--- config.mk ---
export PLATFORM = sky130hd
export DESIGN_NAME = multicycle_controller
export DESIGN_NICKNAME = d
export VERILOG_FILES = /design/src/rtl/multicycle_controller.sv
export SDC_FILE = /design/constraint.sdc
export NUM_CORES = 1
export LEC_CHECK = 0
export CAP_MARGIN = 25
export CORE_MARGIN = 1
export CORE_UTILIZATION = 46
export DETAILED_ROUTE_END_ITERATION = 10
export PLACE_DENSITY = 0.86
export RECOVER_POWER = 25
export SYNTH_ARGS = -nofsm -noshare
export SYNTH_HDL_FRONTEND = slang
export SYNTH_SLANG_ARGS = --single-unit
export TNS_END_PERCENT = 100
--- constraint.sdc ---
create_clock -name clk -period 3.5 [get_ports clk]
set_input_delay 0.7 -clock clk [delete_from_list [all_inputs] [get_ports clk]]
set_output_delay 0.7 -clock clk [all_outputs]
set_load 0.005 [all_outputs]
--- src/rtl/multicycle_controller.sv ---
// -----------------------------------------------------------------------------
// multicycle_controller
//
// Multi-cycle sequencer for the register-file/ALU datapath. Each instruction
// is fetched over a ready-handshaked instruction-memory port into an
// instruction register. It then steps through DECODE, EXEC and WB while the
// controller drives the datapath control lines. Slow memory is handled by
// waiting in FETCH. A pause request (hold) parks the sequencer between
// instructions, and a dedicated halt word stops it until reset.
//
// Ports:
//   clk          in   1         single clock, rising-edge active
//   reset        in   1         synchronous, active-high reset
//   imem_req     out  1         fetch request, high only in FETCH
//   imem_addr    out  PC_WIDTH  fetch address, equals pc
//   imem_ready   in   1         imem_rdata valid this cycle
//   imem_rdata   in   32        fetched instruction word
//   hold         in   1         pause request, sampled at end of WB and in PAUSE
//   ir           out  32        latched instruction
//   alu_op       out  4         {ir[5], ir[2:0]}
//   opb_sel      out  1         ir[5], selects shift-amount extension as operand B
//   wb_sel       out  1         ir[31], selects 21-bit immediate as write-back data
//   rf_we        out  1         register-file write enable, one cycle per instruction
//   pc           out  PC_WIDTH  current program counter
//   instr_count  out  16        retired-instruction counter (wraps)
//   busy         out  1         high in FETCH, DECODE, EXEC, WB
//   halted       out  1         high in HALT
// -----------------------------------------------------------------------------
module multicycle_controller #(
    parameter int unsigned          PC_WIDTH  = 32,
    parameter logic [PC_WIDTH-1:0]  RESET_PC  = '0,
    parameter logic [PC_WIDTH-1:0]  PC_STEP   = PC_WIDTH'(4),
    parameter logic [31:0]          HALT_CODE = 32'hFFFF_FFFF
) (
    input  logic                 clk,
    input  logic                 reset,
    output logic                 imem_req,
    output logic [PC_WIDTH-1:0]  imem_addr,
    input  logic                 imem_ready,
    input  logic [31:0]          imem_rdata,
    input  logic                 hold,
    output logic [31:0]          ir,
    output logic [3:0]           alu_op,
    output logic                 opb_sel,
    output logic                 wb_sel,
    output logic                 rf_we,
    output logic [PC_WIDTH-1:0]  pc,
    output logic [15:0]          instr_count,
    output logic                 busy,
    output logic                 halted
);

    typedef enum logic [2:0] {
        S_IDLE,
        S_FETCH,
        S_DECODE,
        S_EXEC,
        S_WB,
        S_PAUSE,
        S_HALT
    } state_t;

    state_t state;
    state_t state_next;

    // -------------------------------------------------------------------------
    // State register and architectural registers
    // -------------------------------------------------------------------------
    // NOTE: sequential state uses non-blocking assignments so every register
    // samples the pre-edge values, independent of statement order.
    always_ff @(posedge clk) begin
        if (reset) begin
            // Reset wins over everything, including a WB cycle: pc returns to
            // RESET_PC instead of incrementing and any pending fetch is dropped.
            state       <= S_IDLE;
            pc          <= RESET_PC;
            ir          <= '0;
            instr_count <= '0;
        end else begin
            state <= state_next;

            // ir reloads only on the fetch handshake; ready in any other
            // state is ignored so the decode fields stay stable until WB ends.
            if (state == S_FETCH && imem_ready) begin
                ir <= imem_rdata;
            end

            // Retirement: pc and counter advance on the same edge that
            // commits the register-file write.
            if (state == S_WB) begin
                pc          <= pc + PC_STEP;
                instr_count <= instr_count + 16'd1;
            end
        end
    end

    // -------------------------------------------------------------------------
    // Next-state logic
    // -------------------------------------------------------------------------
    // NOTE: the default assigned first covers every path through the case,
    // so no latch is inferred for state_next.
    always_comb begin
        state_next = state;
        unique case (state)
            S_IDLE:   state_next = S_FETCH;
            S_FETCH:  if (imem_ready) state_next = S_DECODE;
            S_DECODE: state_next = (ir == HALT_CODE) ? S_HALT : S_EXEC;
            S_EXEC:   state_next = S_WB;
            S_WB:     state_next = hold ? S_PAUSE : S_FETCH;
            S_PAUSE:  if (!hold) state_next = S_FETCH;
            S_HALT:   state_next = S_HALT;
            default:  state_next = S_IDLE;
        endcase
    end

    // -------------------------------------------------------------------------
    // Outputs: state-derived strobes and ir-derived decode fields
    // -------------------------------------------------------------------------
    assign imem_req  = (state == S_FETCH);
    assign imem_addr = pc;
    assign rf_we     = (state == S_WB);
    assign busy      = (state == S_FETCH) || (state == S_DECODE) ||
                       (state == S_EXEC)  || (state == S_WB);
    assign halted    = (state == S_HALT);

    assign alu_op  = {ir[5], ir[2:0]};
    assign opb_sel = ir[5];
    assign wb_sel  = ir[31];

endmodule

# --- Word level (Yosys, flattened, before mapping) ---
# Cells that the tools add are included.
op_classes:
  addsub: 2
  eq_ne: 9
  muxes: 5
  reduce_logical: 6
ops:
  columns: ["op", "count"]
  rows:
  - ["$add A32 B3 Y32 const B", 1]
  - ["$eq A32 B32 Y1 const B", 1]
  - ["$pmux W3 S7", 1]
  - ["$add A16 B1 Y16 const B", 1]
  - ["$mux W3", 4]
  - ["$eq A3 B3 Y1 const B", 3]
  - ["$eq A3 B2 Y1 const B", 2]
  - ["$eq A3 B1 Y1 const B", 1]
  - ["$logic_not A3 Y1", 1]
  - ["$logic_or A1 B1 Y1", 3]
  - ["$ne A2 B1 Y1 const B", 1]
  - ["$ne A2 B2 Y1 const B", 1]
  - ["$reduce_and A2 Y1", 1]
  - ["$logic_and A1 B1 Y1", 1]
word_totals:
  register_bits: 83
  input_bits: 36
  out_inout_bits: 122
  elab_cells: 26

# --- Depth between registers and ports, before layout ---
# Gate-level depths: netlist of the first run.
logic_depth:
  ltp_word: 4
  depth_mapped: 8

# --- Least setup slack after synthesis of the first run ---
# Ideal clock, no wire load.
synth_timing:
  path_kind: "register to register"
  startpoint: "register state[2]"
  endpoint: "register instr_count[12]"
  arrival_time_ns: 1.916
  required_time_ns: 3.430
  setup_slack_ns: 1.513
  path_stages_with_launch: 7
  path_buffers: 2
  cell_sequence: "dfxtp_1 -> buf_4 -> or3b_1 -> buf_6 -> or4_4 -> or3_1 -> a21oi_1"
synth_via:
  elab_chain_cells: 1
synth_rtl:
  columns: ["element", "line", "source"]
  rows:
  - ["start: declaration", "63", "state_t state;"]
  - ["start signal: assignment", "80", "state <= state_next;"]
  - ["$eq A3 B3 Y1", "90", "if (state == S_WB) begin"]
  - ["end signal: assignment", "92", "instr_count <= instr_count + 16'd1;"]
  - ["end: declaration", "48", "output logic [15:0] instr_count,"]
# Every way passes these cells.
# A chain may end at the register's enable or synchronous reset.

# --- Worst setup path after layout of the first run ---
layout_timing:
  startpoint: "register state[2]"
  endpoint: "output port rf_we"
layout_via:
  elab_chain_cells: 1
layout_rtl:
  columns: ["element", "line", "source"]
  rows:
  - ["$eq A3 B3 Y1", "121", "assign rf_we = (state == S_WB);"]
  - ["end: declaration", "46", "output logic rf_we,"]
# Every way passes these cells.

==> results of run 1 <==
==> per-layer routing <==
layer	GRT usage	vias up	wire [um]
met5	0	-	0
met4	0.0859	0	157
li1	-	1766	-
met2	0.382	132	4760
met1	0.286	1694	4200
met3	0.0464	13	592
==> registers in the layout, indices dropped and copies added (netlist names) <==
register     flops
ir              32
imem_addr       30
instr_count     16
state            3
==> where the power goes <==
part / total, uW / switching [uW] / internal, uW
combinational: 164 / 67.3 / 96.4
clock: 733 / 316 / 417
sequential: 961 / 20.0 / 941
total: 1860 / 403 / 1460
==> critical path, stage by stage, from the launching register on <==
cell and delay [ns]:
dfxtp_1 0.46, or3b_1 0.49, inv_1 0.32, clkdlybuf4s50_1 0.57
==> cell families after synthesis <==
group,after synthesis
XOR/XNOR,17
buffers and inverters,76
flip-flops,81
multiplexers,1
other,1
AO/OA/AOI/OAI,93
adder cells (fa/ha/maj),2
AND/OR/NAND/NOR,190
==> worst max-delay path by stage <==
stage	end	slack, ns	cells past startpoint
after global placement	rf_we	1.05	3
after CTS	rf_we	0.62	3
after global routing	rf_we	0.47	3
final	rf_we	0.61	3
after floorplan	instr_count[12]$_SDFFE_PP0N_	1.51	6
after detailed placement	imem_addr[26]$_SDFFE_PP0N_	0.98	4
==> area by class of cell <==
class                      instances  area (sq um)  share of cell area
multi-input combinational        307          1670               0.320
sequential                        81          1620               0.310
timing repair buffer             158          1580               0.301
clock buffer                      12           145              0.0277
tap                              102           128              0.0244
clock inverter                     3          65.1              0.0124
inverter                           7          26.3             0.00502
==> stage by stage <==
step / instances / hold WS [ns] / util / instance area, sq um / power [uW]
3_5_place_dp: 654 / 0.462 / 0.641 / 5010 / 1140
6_report: 670 / 0.473 / 0.671 / 5240 / 1860
4_1_cts: 669 / 0.472 / 0.668 / 5220 / 1870
2_1_floorplan: 464 / 0.465 / - / 3750 / 1050
3_3_place_gp: 654 / 0.458 / 0.641 / 5010 / 1140
5_1_grt: 670 / 0.493 / 0.671 / 5240 / 1930
==> placed cells by master, fill, tap and decap left out, types with 2 or more instances in the layout <==
cell             count
clkbuf_1             4
bufinv_16            2
inv_1                7
and3_1               4
nor2_1              20
or4_1               19
and4_1               5
nor4_1               4
nand4_1             18
buf_4                2
nor3b_1              2
nand2_1             88
ha_1                 2
o31ai_1             18
conb_1               4
a21oi_1             64
xor2_1              11
dfxtp_1             81
or3_1                8
clkdlybuf4s50_1    152
nor3_1               2
xnor2_1              6
clkbuf_8            10
o21ai_0              9
nand3_1             11
==> impl_metrics.tcl, run 1 <==
set metrics [dict create \
    status "complete, no violations" \
    startpoint_type "flip-flop" \
    synth.cell_area_sq_um 3740 \
    final_antenna_net_count 0 \
    hold_violations 0 \
    core_area_sq_um 7810 \
    synth_top_area_frac 0.434 \
    synth.area.top_cells "dfxtp_1 43%, nand2_1 8.8%, a21oi_1 8.6%" \
    critPathCaptureType "primary output" \
    relSlewSlack 0.0624 \
    clk_pin_slew_worst_paths_ns 0.07 \
    via_per_inst 5.38 \
    postCtsSetupBuffers 0 \
    worstHoldEndpoint "ir[24]$_SDFFE_PP0P_" \
    diodes 0 \
    place_ws_ns 0.980 \
    reg2reg_from "imem_addr[11]$_SDFFE_PP0N_" \
    grt_pass1_vias 3182 \
    rsz0062_at_grt "false" \
    p_leak_uw 0.00171 \
    drt_first_pass_iters 4 \
    min-delay-start "ir[24]$_SDFFE_PP0P_" \
    yosysMostFrequentCell "nand2_1" \
    vias 3605 \
    antenna_found_initial 0 \
    die_h_um 92.2 \
    avgSynthCellArea_sq_um 8.11 \
    root_buffer "clkbuf_8" \
    drt_iter0_markers 138 \
    p_per_area_nw_per_um2 355 \
    crit_type "flip-flop to primary output" \
    dp_hpwl_mm 6.83 \
    min_period_ns 2.89 \
    finalCritPeriodShare 0.824 \
    synth_top_family_by_area "simple AND/OR/NAND/NOR gates" \
    reg2reg_to "imem_addr[26]$_SDFFE_PP0N_" \
    initial_core_util 0.479 \
    wl_per_cell_um 14.5 \
    async_flop_share 0 \
    hp-class "flip-flop to flip-flop" \
    n_fill_cell 647 \
    synth_compound_area_frac 0.138 \
    synth-seq-cells 81 \
    setup_slack_ns 0.615 \
    grt_pass1_wl_mm 15.5 \
    clock-skew-final_ns 0.00797 \
    synth_fa_ha_area_frac 0.00669 \
    fin_nets 602 \
    drive_gt1_frac 0.0370 \
    setup_viol 0 \
    max_freq_mhz 347 \
    yosysTopAreaCell "dfxtp_1" \
    die_area_sq_um 8490 \
    grt_max_degree 47 \
    synthMuxAreaShare 0.00301 \
    h-tree-depth 3 \
    io_pins 158 \
    area_growth_pct 40.0 \
    slew_viol_final 0 \
    fin_tns_setup_ns 0 \
    tightest_slew_ns 1.41 \
    crit_path_start "state[2]$_SDFFE_PP0P_" \
    port_buffers 153 \
    r2r_slack_ns 0.94 \
    routed_wl_mm 9.71 \
    tritoncts "done" \
    cts_hold_buf 0 \
    min_path_cells 2 \
    fp-row-count 32 \
    synth.top_cells.by_count "88 x nand2_1, 81 x dfxtp_1, 64 x a21oi_1" \
    cts_inserted_buffers 9 \
    clk_path_buf_depth 2 \
    ys_warn_count 0 \
    synthSimpleGateAreaFrac 0.256 \
    yosysSeqAreaShare 0.434 \
    ir_drop_mv 0.184 \
    worst-path-max-fanout 11 \
    die_width_um 92.2 \
    cts_resized 0 \
    cp.required_ns 2.80 \
    cp_data_arrival_time_ns 2.19 \
    grt.total_usage 0.227 \
    maxCapViolCount 0 \
    gp_congestion 0.766 \
    synthCells 461 \
    drc 0 \
    synth_cell_types 36 \
    synth_edf_count 0 \
    synth-xor-area-share 0.0398 \
    clock_latency_ns 0.34 \
    cts_sinks 81 \
    overflow 0 \
    r2r_cells 4 \
    synth-main-ff-cell "dfxtp_1" \
]
No activity file was read; power rests on OpenSTA's default activity.
==> inputs of run 2 (changes only) <==
--- a/config.mk
+++ b/config.mk
@@ -7,9 +7,9 @@
 export LEC_CHECK = 0
 export CAP_MARGIN = 25
 export CORE_MARGIN = 1
-export CORE_UTILIZATION = 46
+export CORE_UTILIZATION = 43
 export DETAILED_ROUTE_END_ITERATION = 10
-export PLACE_DENSITY = 0.86
+export PLACE_DENSITY = 0.81
 export RECOVER_POWER = 25
 export SYNTH_ARGS = -nofsm -noshare
 export SYNTH_HDL_FRONTEND = slang
==> constraint.sdc (replaced) <==
create_clock -name clk -period 2.9 [get_ports clk]
set_input_delay 0.58 -clock clk [delete_from_list [all_inputs] [get_ports clk]]
set_output_delay 0.58 -clock clk [all_outputs]
set_load 0.005 [all_outputs]
==> run 2 against run 1 <==
Worst setup slack got worse by 0.37 ns. Cell count is 0.75% higher. Via count decreased by 2.1%. Global-route usage shrank 1.8 points. Design area grew 0.14%. Power is 20% higher. Sequential share of layout area barely moved. Die area is 6.8% higher. First-iteration DRC count decreased by 47%. Hold slack better by 0.0013 ns. Wire length shrank 0.96%.
==> impl_metrics.tcl, run 2 (synthesized netlist as in run 1, its figures left out) <==
set metrics [dict create \
    fin_util 0.632 \
    setup_viol 0 \
    min_period_ns 2.65 \
    critPathCaptureType "primary output" \
    drt_iter0_markers 73 \
    via_per_inst 5.23 \
    r2r_slack_ns 0.51 \
    n_fill_cell 731 \
    io_pins 158 \
    top_register "ir" \
    die_area_sq_um 9070 \
    p_leak_uw 0.00170 \
    fin_tns_setup_ns 0 \
    clock_latency_ns 0.33 \
    place_ws_ns 0.498 \
    cts_sinks 81 \
    rsz0062_at_grt "false" \
    die_width_um 95.3 \
    largest_reg_flops 32 \
    final_antenna_net_count 0 \
    port_buffers 153 \
    slew_viol_final 0 \
    tightest_slew_ns 1.35 \
    worst-path-max-fanout 11 \
    max_freq_mhz 377 \
    finish.instance_area_sq_um 5240 \
    power_uw 2230 \
    setup_slack_ns 0.250 \
    crit_type "flip-flop to primary output" \
    final_cell_mix "152 x clkdlybuf4s50_1, 88 x nand2_1, 81 x dfxtp_1, 64 x a21oi_1, 20 x nor2_1" \
    path_cells "or3b_1 > clkinvlp_4 > clkdlybuf4s50_1" \
    clock-skew-final_ns 0.00888 \
    gp_congestion 0.773 \
    hp-class "flip-flop to flip-flop" \
    maxCapViolCount 0 \
    status "complete, no violations" \
    fp-row-count 33 \
    diodes 0 \
    min_path_cells 2 \
    cp_slowest_cell "clkdlybuf4s50_1" \
    root_buffer "clkbuf_8" \
    drive_gt1_frac 0.0439 \
    area_growth_pct 40.2 \
    finalCritPeriodShare 0.914 \
    antenna_found_initial 0 \
    h-tree-depth 3 \
    vias 3528 \
    max_stage_delay_ns 0.53 \
    final_common_cell "clkdlybuf4s50_1" \
    fin_nets 603 \
    startpoint_type "flip-flop" \
    drt_first_pass_iters 4 \
    initial_core_util 0.451 \
    clk_path_buf_depth 2 \
    core_area_sq_um 8300 \
    wl_per_cell_um 14.2 \
    drc 0 \
    clk_pin_slew_worst_paths_ns 0.08 \
    relSlewSlack 0.103 \
    placed_area_sq_um 5040 \
    ir_drop_mv 0.221 \
    cp_data_arrival_time_ns 2.07 \
    hold_violations 0 \
    die_h_um 95.3 \
    cts_inserted_buffers 9 \
    seq_area_sq_um 1620 \
    grt.total_usage 0.209 \
    grt_max_degree 44 \
    grt_pass1_vias 3304 \
    cp.required_ns 2.32 \
    grt_pass1_wl_mm 15.1 \
    p_per_area_nw_per_um2 425 \
    tritoncts "done" \
    cts_hold_buf 0 \
    overflow 0 \
    r2r_cells 5 \
    routed_wl_mm 9.62 \
    dp_hpwl_mm 6.88 \
    multi_input_comb_area_sq_um 1670 \
]
[run 2: changes by cell type in the layout (fill, tap and decap cells not counted)]
cell	previous run	this run
buf_12	0	1
buf_16	1	0
buf_4	2	3
clkbuf_1	4	3
clkbuf_8	10	9
clkinv_2	1	3
clkinvlp_4	0	2
inv_1	7	6
[run 2: final timing paths]
check / from / endpoint
setup reg to reg: state[0]$_SDFFE_PP0P_ / ir[12]$_SDFFE_PP0P_
hold / removal: ir[4]$_SDFFE_PP0P_ / ir[4]$_SDFFE_PP0P_
hold reg to reg: ir[4]$_SDFFE_PP0P_ / ir[4]$_SDFFE_PP0P_
setup / recovery: state[2]$_SDFFE_PP0P_ / rf_we
[run 2: through the flow]
stage	hold WS, ns	cells
after detailed placement	0.465	659
after global placement	0.459	659
final	0.474	675
after floorplan	0.465	464
after global routing	0.503	675
after CTS	0.477	675
[run 2: report_power, final]
part           internal (uW)  leakage (uW)  switching (uW)
Clock                    481      0.000106             394
Combinational            114      0.000934            80.1
Sequential              1140      0.000656            23.9
Total                   1730       0.00170             498
[run 2: per-layer routing]
metal | part of all wire | track usage | up-vias | wire length, um
met1 | 0.44 | 0.248 | 1648 | 4230
met3 | 0.067 | 0.0415 | 4 | 647
met4 | 0.0076 | 0.0770 | 0 | 73
met2 | 0.49 | 0.371 | 107 | 4670
met5 | 0 | 0 | - | 0
li1 | - | - | 1769 | -
[run 2: what timing repair did]
item	CTS	global route
gates resized for setup	0	1
buffers inserted	0	0
endpoints found under the setup margin	0	1
[run 2: layout make-up]
class | count | share of cell area
multi-input combinational | 307 | 0.319
sequential | 81 | 0.309
timing repair buffer | 159 | 0.301
tap | 105 | 0.0251
clock buffer | 10 | 0.0243
clock inverter | 6 | 0.0157
inverter | 7 | 0.00573
[run 2: critical path: cells and delay by family (launching register included)]
kind | cells | cell delay (ns)
flops | 1 | 0.46
buf+inv | 2 | 0.77
simple gates | 1 | 0.52
